[config.mk]
export PLATFORM = sky130hd
export DESIGN_NAME = mux_cfgchain_param
export DESIGN_NICKNAME = d
export VERILOG_FILES = /design/src/rtl/mux_cfgchain_param.sv
export SDC_FILE = /design/constraint.sdc
export NUM_CORES = 1
export LEC_CHECK = 0
export BUFFER_PORTS_ARGS = -buffer_cell sky130_fd_sc_hd__buf_4
export CAP_MARGIN = 20
export CORE_MARGIN = 4
export CORE_UTILIZATION = 30
export CTS_CLUSTER_DIAMETER = 60
export DETAILED_ROUTE_END_ITERATION = 8
export PLACE_DENSITY_LB_ADDON = 0.1
export SYNTH_ARGS = -nofsm -noshare
export SYNTH_HDL_FRONTEND = slang
export SYNTH_SLANG_ARGS = --single-unit
[constraint.sdc]
create_clock -name prog_clk -period 5.1 [get_ports prog_clk]
set_input_delay 0.765 -clock prog_clk [delete_from_list [all_inputs] [get_ports prog_clk]]
set_output_delay 0.765 -clock prog_clk [all_outputs]
set_load 0.03 [all_outputs]
[src/rtl/mux_cfgchain_param.sv]
// Configurable N:1 mux whose select is loaded through a serial configuration chain.
// A shift register fills from ccff_head and is committed to a shadow register on a legal update.
module mux_cfgchain_param #(
  parameter int NUM_INPUTS = 8,
  parameter int ENCODING   = 0,
  parameter int OUT_REG    = 0,
  localparam int MEM_SIZE  = (ENCODING == 0) ? NUM_INPUTS : $clog2(NUM_INPUTS),
  localparam int CNT_W     = $clog2(MEM_SIZE + 1)
) (
  input  logic                  prog_clk,
  input  logic                  pReset_n,
  input  logic                  ccff_head,
  output logic                  ccff_tail,
  input  logic                  shift_en,
  input  logic                  update,
  input  logic [NUM_INPUTS-1:0] in,
  output logic [MEM_SIZE-1:0]   mem,
  output logic [MEM_SIZE-1:0]   mem_inv,
  output logic                  out,
  output logic                  cfg_valid,
  output logic                  cfg_err,
  output logic [CNT_W-1:0]      shift_cnt
);

  localparam logic [CNT_W-1:0] CNT_FULL = CNT_W'(MEM_SIZE);

  logic [MEM_SIZE-1:0] sreg;
  logic [MEM_SIZE-1:0] shadow;
  logic [MEM_SIZE:0]   sreg_ext;
  logic                legal;
  logic                accept;
  logic                sel_raw;
  logic                sel;

  // Appending ccff_head below sreg keeps the shift well-formed even when MEM_SIZE is 1.
  assign sreg_ext  = {sreg, ccff_head};
  assign ccff_tail = sreg[MEM_SIZE-1];
  assign mem       = shadow;
  assign mem_inv   = ~shadow;
  assign accept    = update && !shift_en && (shift_cnt == CNT_FULL) && legal;

  generate
    if (ENCODING == 0) begin : g_onehot
      assign legal   = ($countones(sreg) == 1);
      assign sel_raw = |(in & shadow);
    end else begin : g_binary
      localparam logic [MEM_SIZE:0] LIMIT = (MEM_SIZE + 1)'(NUM_INPUTS);
      assign legal   = ({1'b0, sreg} < LIMIT);
      assign sel_raw = in[shadow];
    end
  endgenerate

  assign sel = sel_raw & cfg_valid;

  always_ff @(posedge prog_clk or negedge pReset_n) begin
    if (!pReset_n) begin
      sreg      <= '0;
      shadow    <= '0;
      shift_cnt <= '0;
      cfg_valid <= 1'b0;
      cfg_err   <= 1'b0;
    end else if (shift_en) begin
      sreg <= sreg_ext[MEM_SIZE-1:0];
      if (shift_cnt != CNT_FULL) shift_cnt <= shift_cnt + 1'b1;
      // An update colliding with a shift is dropped and flagged.
      if (update) cfg_err <= 1'b1;
    end else if (update) begin
      if (accept) begin
        shadow    <= sreg;
        cfg_valid <= 1'b1;
        cfg_err   <= 1'b0;
        shift_cnt <= '0;
      end else begin
        cfg_err <= 1'b1;
      end
    end
  end

  generate
    if (OUT_REG != 0) begin : g_out_reg
      logic out_q;
      always_ff @(posedge prog_clk or negedge pReset_n) begin
        if (!pReset_n) out_q <= 1'b0;
        else           out_q <= sel;
      end
      assign out = out_q;
    end else begin : g_out_comb
      assign out = sel;
    end
  endgenerate

endmodule

==> impl_metrics.env, run 1 <==
export IMPL_ys_seq_area_share_pct=47.6
export IMPL_intPower_uw=466
export IMPL_met2_length_mm=1.07
export IMPL_synth_top_area_share_pct=47.6
export IMPL_min_path_type="in2async"
export IMPL_multiInputGateArea_um2=498
export IMPL_synth_nets=132
export IMPL_row_count=22
export IMPL_async_flop_share_pct=100
export IMPL_port_buffers=36
export IMPL_cts_made_buffers=3
export IMPL_timing_final_crit_period_ns=3.74
export IMPL_slowest_stage="fa_1"
export IMPL_fp_dieW_um=70.1
export IMPL_r2r_cells=13
export IMPL_synth_commonest_cells="inv_1, dfrtp_1, nand2_1"
export IMPL_synth_top_cell_by_area="dfrtp_1"
export IMPL_ir_drop_mv=0.147
export IMPL_synth_edff_count=0
export IMPL_relSlewSlack_pct=78.8
export IMPL_vias_per_cell=4.46
export IMPL_cts_htree_levels=1
export IMPL_netlist_instances=110
export IMPL_clk_insertion_delay_late_ns=0.25
export IMPL_cp_start_kind="flop"
export IMPL_diodes=0
export IMPL_postCtsSetupBuffers=0
export IMPL_crit_chain="inv_1 -> fa_1 -> fa_1 -> fa_1 -> inv_1 -> ha_1 -> inv_1 -> fa_1 -> a211oi_2 -> mux2i_2 -> nor3_2 -> buf_4 -> mux2_4"
export IMPL_grt_pass1_wl_mm=4.48
export IMPL_top_layer="met4"
export IMPL_syn_avg_cell_area_um2=10.5
export IMPL_rrSetupSlack_ns=1.36
export IMPL_place_ws_ns=1.33
export IMPL_floorplan_core_area_um2=3690
export IMPL_worst_slew_pin_slew_ns=0.313
export IMPL_cts_tree="built"
export IMPL_fin_worst_skew_ns=0.000719
export IMPL_setup_tns_final_ns=0
export IMPL_hold_viol=0
export IMPL_drt_wl_total_mm=2.45
export IMPL_wl_met1_mm=1.19
export IMPL_grt_antenna_before_repair=0
export IMPL_hold_buffers=0
export IMPL_overflow=0
export IMPL_wl_met3_um=172
export IMPL_r2r_end="mem[2]"
export IMPL_clk_path_buf_depth=2
export IMPL_syn_to_final_growth_pct=31.1
export IMPL_syn_cell_area_um2=1160
export IMPL_max_freq_ghz=0.267
export IMPL_synth_seq_cells=22
export IMPL_crit_type="reg2reg"
export IMPL_switchingPower_uw=396
export IMPL_dieArea_um2=4920
export IMPL_track_usage_pct=11.3
export IMPL_die_height_um=70.1
export IMPL_gp_congestion=0.769
export IMPL_n_fill_cell=392
export IMPL_first_global_vias=928
export IMPL_finalMaxSlewViolations=0
export IMPL_worst_path_most_repeated_cell="fa_1"
export IMPL_clock_sinks=22
export IMPL_vias=869
export IMPL_worst_slack_ns=1.36
export IMPL_powerDensity_nw_per_um2=568
export IMPL_critPathMaxFanout=10
export IMPL_endpoint_kind="flop"
export IMPL_combPwrFrac_pct=55.3
export IMPL_hpwlAfterDp_mm=1.90
export IMPL_timing_rr_start="sreg[1]"
export IMPL_worstSetupStartpoint="sreg[1]"
export IMPL_critPathMaxStageDelay_ns=0.50
export IMPL_clkTransAtPathRegs_ns=0.08
export IMPL_ys_warn_count=0
export IMPL_ant_nets=0
export IMPL_yosysMostFrequentCell="inv_1"
export IMPL_start_util_pct=31.4
export IMPL_drv_cap=0
export IMPL_wl_per_cell_um=12.6
export IMPL_ios=37
export IMPL_synth_area_leaders="dfrtp_1, inv_1, fa_1"
export IMPL_drive_gt1_share_pct=31.3
export IMPL_seqPwrFrac_pct=32.4
export IMPL_worstPathArrival_ns=3.89
export IMPL_p_leak_nw=0.755
export IMPL_swShare_pct=46.0
export IMPL_drc_errors=0
export IMPL_synth_cell_types=27
export IMPL_first_iter_violations=44
export IMPL_critical_path_required_ns=5.25
export IMPL_min_period_over_period_pct=73.3
export IMPL_grt_max_degree=23
export IMPL_outcome="finished, final reports clean"
export IMPL_finalNetCount=171
export IMPL_drt_pass1_iterations=4
export IMPL_cts_resized=0
export IMPL_clkPwrFrac_pct=12.3
export IMPL_setup_viol_count_final=0
export IMPL_regArea_um2=551
export IMPL_synth_ff_type="dfrtp_1"
export IMPL_rsz0062_at_grt="no"
export IMPL_cts_root_buf="clkbuf_8"
-- state kept, by name, summed over array words and instances (netlist names) --
name	flops
mem	8
cfg_valid	1
cfg_err	1
shift_cnt	4
sreg	8
-- logic make-up after synthesis --
family | count (synthesis) | synth area share [%]
buffers and inverters | 27 | 9.41
and+or+nand+nor | 22 | 9.30
DFF | 22 | 47.6
AOI/OAI and AO/OA | 20 | 11.9
muxes | 10 | 9.51
adders and majority gates | 9 | 12.3
-- critical path, delay by kind of cell (launching register included) --
kind            cells  cell delay [ns]
compound gates      1             0.22
buf+inv             4             0.49
simple gates        1             0.18
fa+ha+maj           5             1.93
flops               1             0.38
mux                 2             0.44
-- stage by stage --
| step | power [mW] | hold WS [ns] | cell area [um2] | std cells | util, % |
|---|---|---|---|---|---|
| after global routing | 0.939 | 0.402 | 1520 | 195 | 41.1 |
| after CTS | 0.878 | 0.391 | 1520 | 195 | 41.1 |
| final | 0.862 | 0.387 | 1520 | 195 | 41.1 |
| after detailed placement | 0.767 | 0.474 | 1480 | 192 | 40.0 |
| after global placement | 0.760 | 0.462 | 1480 | 192 | 40.0 |
| after floorplan | 0.592 | 0.450 | 1160 | 110 | - |
-- power by group through the flow --
| stage | logic, mW | registers, mW | clock network [mW] |
|---|---|---|---|
| after floorplan | 0.229 | 0.363 | 0 |
| after global placement | 0.481 | 0.279 | 0 |
| after detailed placement | 0.483 | 0.283 | 0 |
| after CTS | 0.485 | 0.280 | 0.113 |
| after global routing | 0.530 | 0.289 | 0.120 |
| final | 0.477 | 0.280 | 0.106 |
-- how the worst max path moves through the flow --
stage          slack (ns)  cells after the start     end
2_1_floorplan        1.54                     13  mem[2]
3_3_place_gp         1.38                     13  mem[2]
3_5_place_dp         1.33                     13  mem[2]
4_1_cts              1.31                     13  mem[2]
5_1_grt              1.13                     13  mem[2]
6_report             1.36                     13  mem[2]
-- cell usage in the layout, fill, tap and decap left out --
master	instances
fa_1	4
mux2i_1	7
nand4_1	1
a211oi_2	1
a22oi_1	4
a41oi_1	1
or2_1	1
or2_2	1
o21ai_0	8
buf_4	37
o211ai_1	4
nand4b_1	1
nor3_2	1
mux2_4	1
nor2_1	3
clkbuf_8	3
ha_1	5
or3_1	1
o311ai_0	1
nand3_1	2
mux2i_2	1
nor3_1	1
mux2_2	1
dfrtp_1	22
inv_1	24
a21o_1	1
nand2_1	10
-- cell type report --
cell class | instances | share of cell area, %
clock buffers | 3 | 2.72
multi-input cells | 61 | 32.8
repair buffers | 37 | 18.3
flip-flops and latches | 22 | 36.3
well taps | 48 | 3.96
inverters | 24 | 5.94
-- per-layer routing --
metal / up-vias / global-route usage (%)
li1: 437 / -
met1: 405 / 16.0
met2: 25 / 16.2
met3: 2 / 3.02
met4: 0 / 4.47
met5: - / 0
No activity file was read; power rests on OpenSTA's default activity.
==> inputs of run 2 (changes only) <==
==> constraint.sdc (replaced) <==
create_clock -name prog_clk -period 3.77 [get_ports prog_clk]
set_input_delay 0.5655 -clock prog_clk [delete_from_list [all_inputs] [get_ports prog_clk]]
set_output_delay 0.5655 -clock prog_clk [all_outputs]
set_load 0.03 [all_outputs]
==> run 2 against run 1 <==
  * Final area rose by 4.7%
  * Worst setup slack got worse by 1.2 ns
  * Core utilization rose by 1.9 points
  * Register-to-register slack got worse by 1.2 ns
  * Critical endpoint is now mem[5]
  * Worst hold slack got worse by 0.21 ns
  * Sequential power rose by 35%
  * Largest power group unchanged
  * Clock skew rose by 0.0057 ns
  * Die area did not move
  * Via count rose by 4.5%
  * Sequential cell count did not move
  * Final cell count rose by 2.6%
  * Total power rose by 42%
==> impl_metrics.env, run 2 (synthesis results as in run 1) <==
export IMPL_timing_final_crit_period_ns=3.59
export IMPL_port_buffers=36
export IMPL_total_power_mw=1.23
export IMPL_cts_tree="built"
export IMPL_wl_per_cell_um=12.8
export IMPL_crit_type="reg2reg"
export IMPL_clock_sinks=22
export IMPL_drt_wl_total_mm=2.57
export IMPL_cp_start_kind="flop"
export IMPL_start_util_pct=31.4
export IMPL_grt_pass1_wl_mm=4.52
export IMPL_worst_slew_pin_slew_ns=0.333
export IMPL_holdWs_ns=0.175
export IMPL_placed_area_um2=1490
export IMPL_setup_viol_count_final=0
export IMPL_critPathMaxStageDelay_ns=0.55
export IMPL_worstPathArrival_ns=3.78
export IMPL_critical_path_required_ns=3.96
export IMPL_fp_dieW_um=70.1
export IMPL_hold_viol=0
export IMPL_clkTransAtPathRegs_ns=0.08
export IMPL_drv_cap=0
export IMPL_row_count=22
export IMPL_min_period_over_period_pct=95.3
export IMPL_first_iter_violations=16
export IMPL_first_global_vias=950
export IMPL_ios=37
export IMPL_ir_drop_mv=0.200
export IMPL_crit_chain="inv_1 -> fa_1 -> fa_1 -> fa_1 -> inv_1 -> ha_2 -> inv_1 -> fa_2 -> nand4b_1 -> nor3_4 -> buf_6 -> mux2i_1"
export IMPL_fin_worst_skew_ns=0.00638
export IMPL_syn_to_final_growth_pct=37.3
export IMPL_cts_made_buffers=3
export IMPL_layout_commonest_cell="buf_4"
export IMPL_overflow=0
export IMPL_floorplan_core_area_um2=3690
export IMPL_final_cell_mix="buf_4, inv_1, dfrtp_1, nand2_1, o21ai_0"
export IMPL_min_path_type="in2async"
export IMPL_cts_root_buf="clkbuf_8"
export IMPL_ant_nets=0
export IMPL_clk_path_buf_depth=2
export IMPL_setup_tns_final_ns=0
export IMPL_slowest_stage="fa_1"
export IMPL_cts_htree_levels=1
export IMPL_endpoint_kind="flop"
export IMPL_drt_pass1_iterations=4
export IMPL_vias_per_cell=4.54
export IMPL_die_height_um=70.1
export IMPL_max_freq_ghz=0.278
export IMPL_p_leak_nw=0.785
export IMPL_diodes=0
export IMPL_relSlewSlack_pct=77.7
export IMPL_powerDensity_nw_per_um2=772
export IMPL_critPathMaxFanout=6
export IMPL_grt_max_degree=23
export IMPL_clk_insertion_delay_late_ns=0.26
export IMPL_dieArea_um2=4920
export IMPL_vias=908
export IMPL_hpwlAfterDp_mm=1.98
export IMPL_grt_antenna_before_repair=0
export IMPL_utilization_pct=43.1
export IMPL_finalMaxSlewViolations=0
export IMPL_gp_congestion=0.786
export IMPL_finalNetCount=175
export IMPL_drive_gt1_share_pct=35.5
export IMPL_n_fill_cell=392
export IMPL_outcome="finished, final reports clean"
export IMPL_drc_errors=0
export IMPL_stdcell_area_um2=1590
export IMPL_track_usage_pct=11.5
-- run 2: cell types whose count changed in the layout (fill, tap and decap cells not counted), sizes merged --
| cell | previous run | this run |
|---|---|---|
| clkbuf | 3 | 4 |
| buf | 37 | 41 |
-- run 2: per-layer routing --
metal / share of wire, % / track usage (%) / wire [um] / vias to the layer above
li1: - / - / - / 446
met1: 48 / 15.5 / 1240 / 435
met2: 45 / 17.4 / 1150 / 23
met3: 5.6 / 3.60 / 143 / 4
met4: 1.1 / 3.83 / 28 / 0
met5: 0 / 0 / 0 / -
-- run 2: worst paths after layout --
check                      startpoint  endpoint  slack, ns  depth (start not counted)
min in group prog_clk         sreg[0]   sreg[1]       0.49                          2
min                          pReset_n    mem[4]       0.18                          1
max                           sreg[0]    mem[5]       0.18                         12
min reg2reg                   sreg[0]   sreg[1]       0.49                          2
max in group asynchronous    pReset_n   sreg[2]       3.36                          1
max reg2reg                   sreg[0]    mem[5]       0.18                         12
-- run 2: layout make-up --
class                   count  area (um2)  share of cell area [%]
flip-flops and latches     22         551                    34.6
multi-input cells          61         518                    32.6
well taps                  48        60.1                    3.78
repair buffers             41         315                    19.8
clock buffers               4        55.1                    3.46
inverters                  24        90.1                    5.67
-- run 2: per-stage QoR --
stage / cells / setup slack, ns
3_3_place_gp: 194 / 0.0560
5_1_grt: 200 / -0.0177
6_report: 200 / 0.177
3_5_place_dp: 194 / 0.00683
2_1_floorplan: 110 / 0.212
4_1_cts: 198 / 0.0526
-- run 2: where the power goes --
| group | internal [mW] | switching (mW) | total, mW |
|---|---|---|---|
| clock network | 0.0931 | 0.0792 | 0.172 |
| logic | 0.266 | 0.411 | 0.677 |
| registers | 0.309 | 0.0685 | 0.377 |
-- run 2: critical path: cells and delay by family, from the launching register on --
family                     cells  cell delay, ns
adders and majority gates      5            2.11
and+or+nand+nor                2            0.51
DFF                            1            0.35
muxes                          1            0.18
buffers and inverters          4            0.38
-- run 2: timing repair --
item                       CTS  global route
gates resized for setup      1             6
hold buffers                 0             0
setup buffers                0             2
pin swaps                    0             3
setup endpoints to repair    3             9
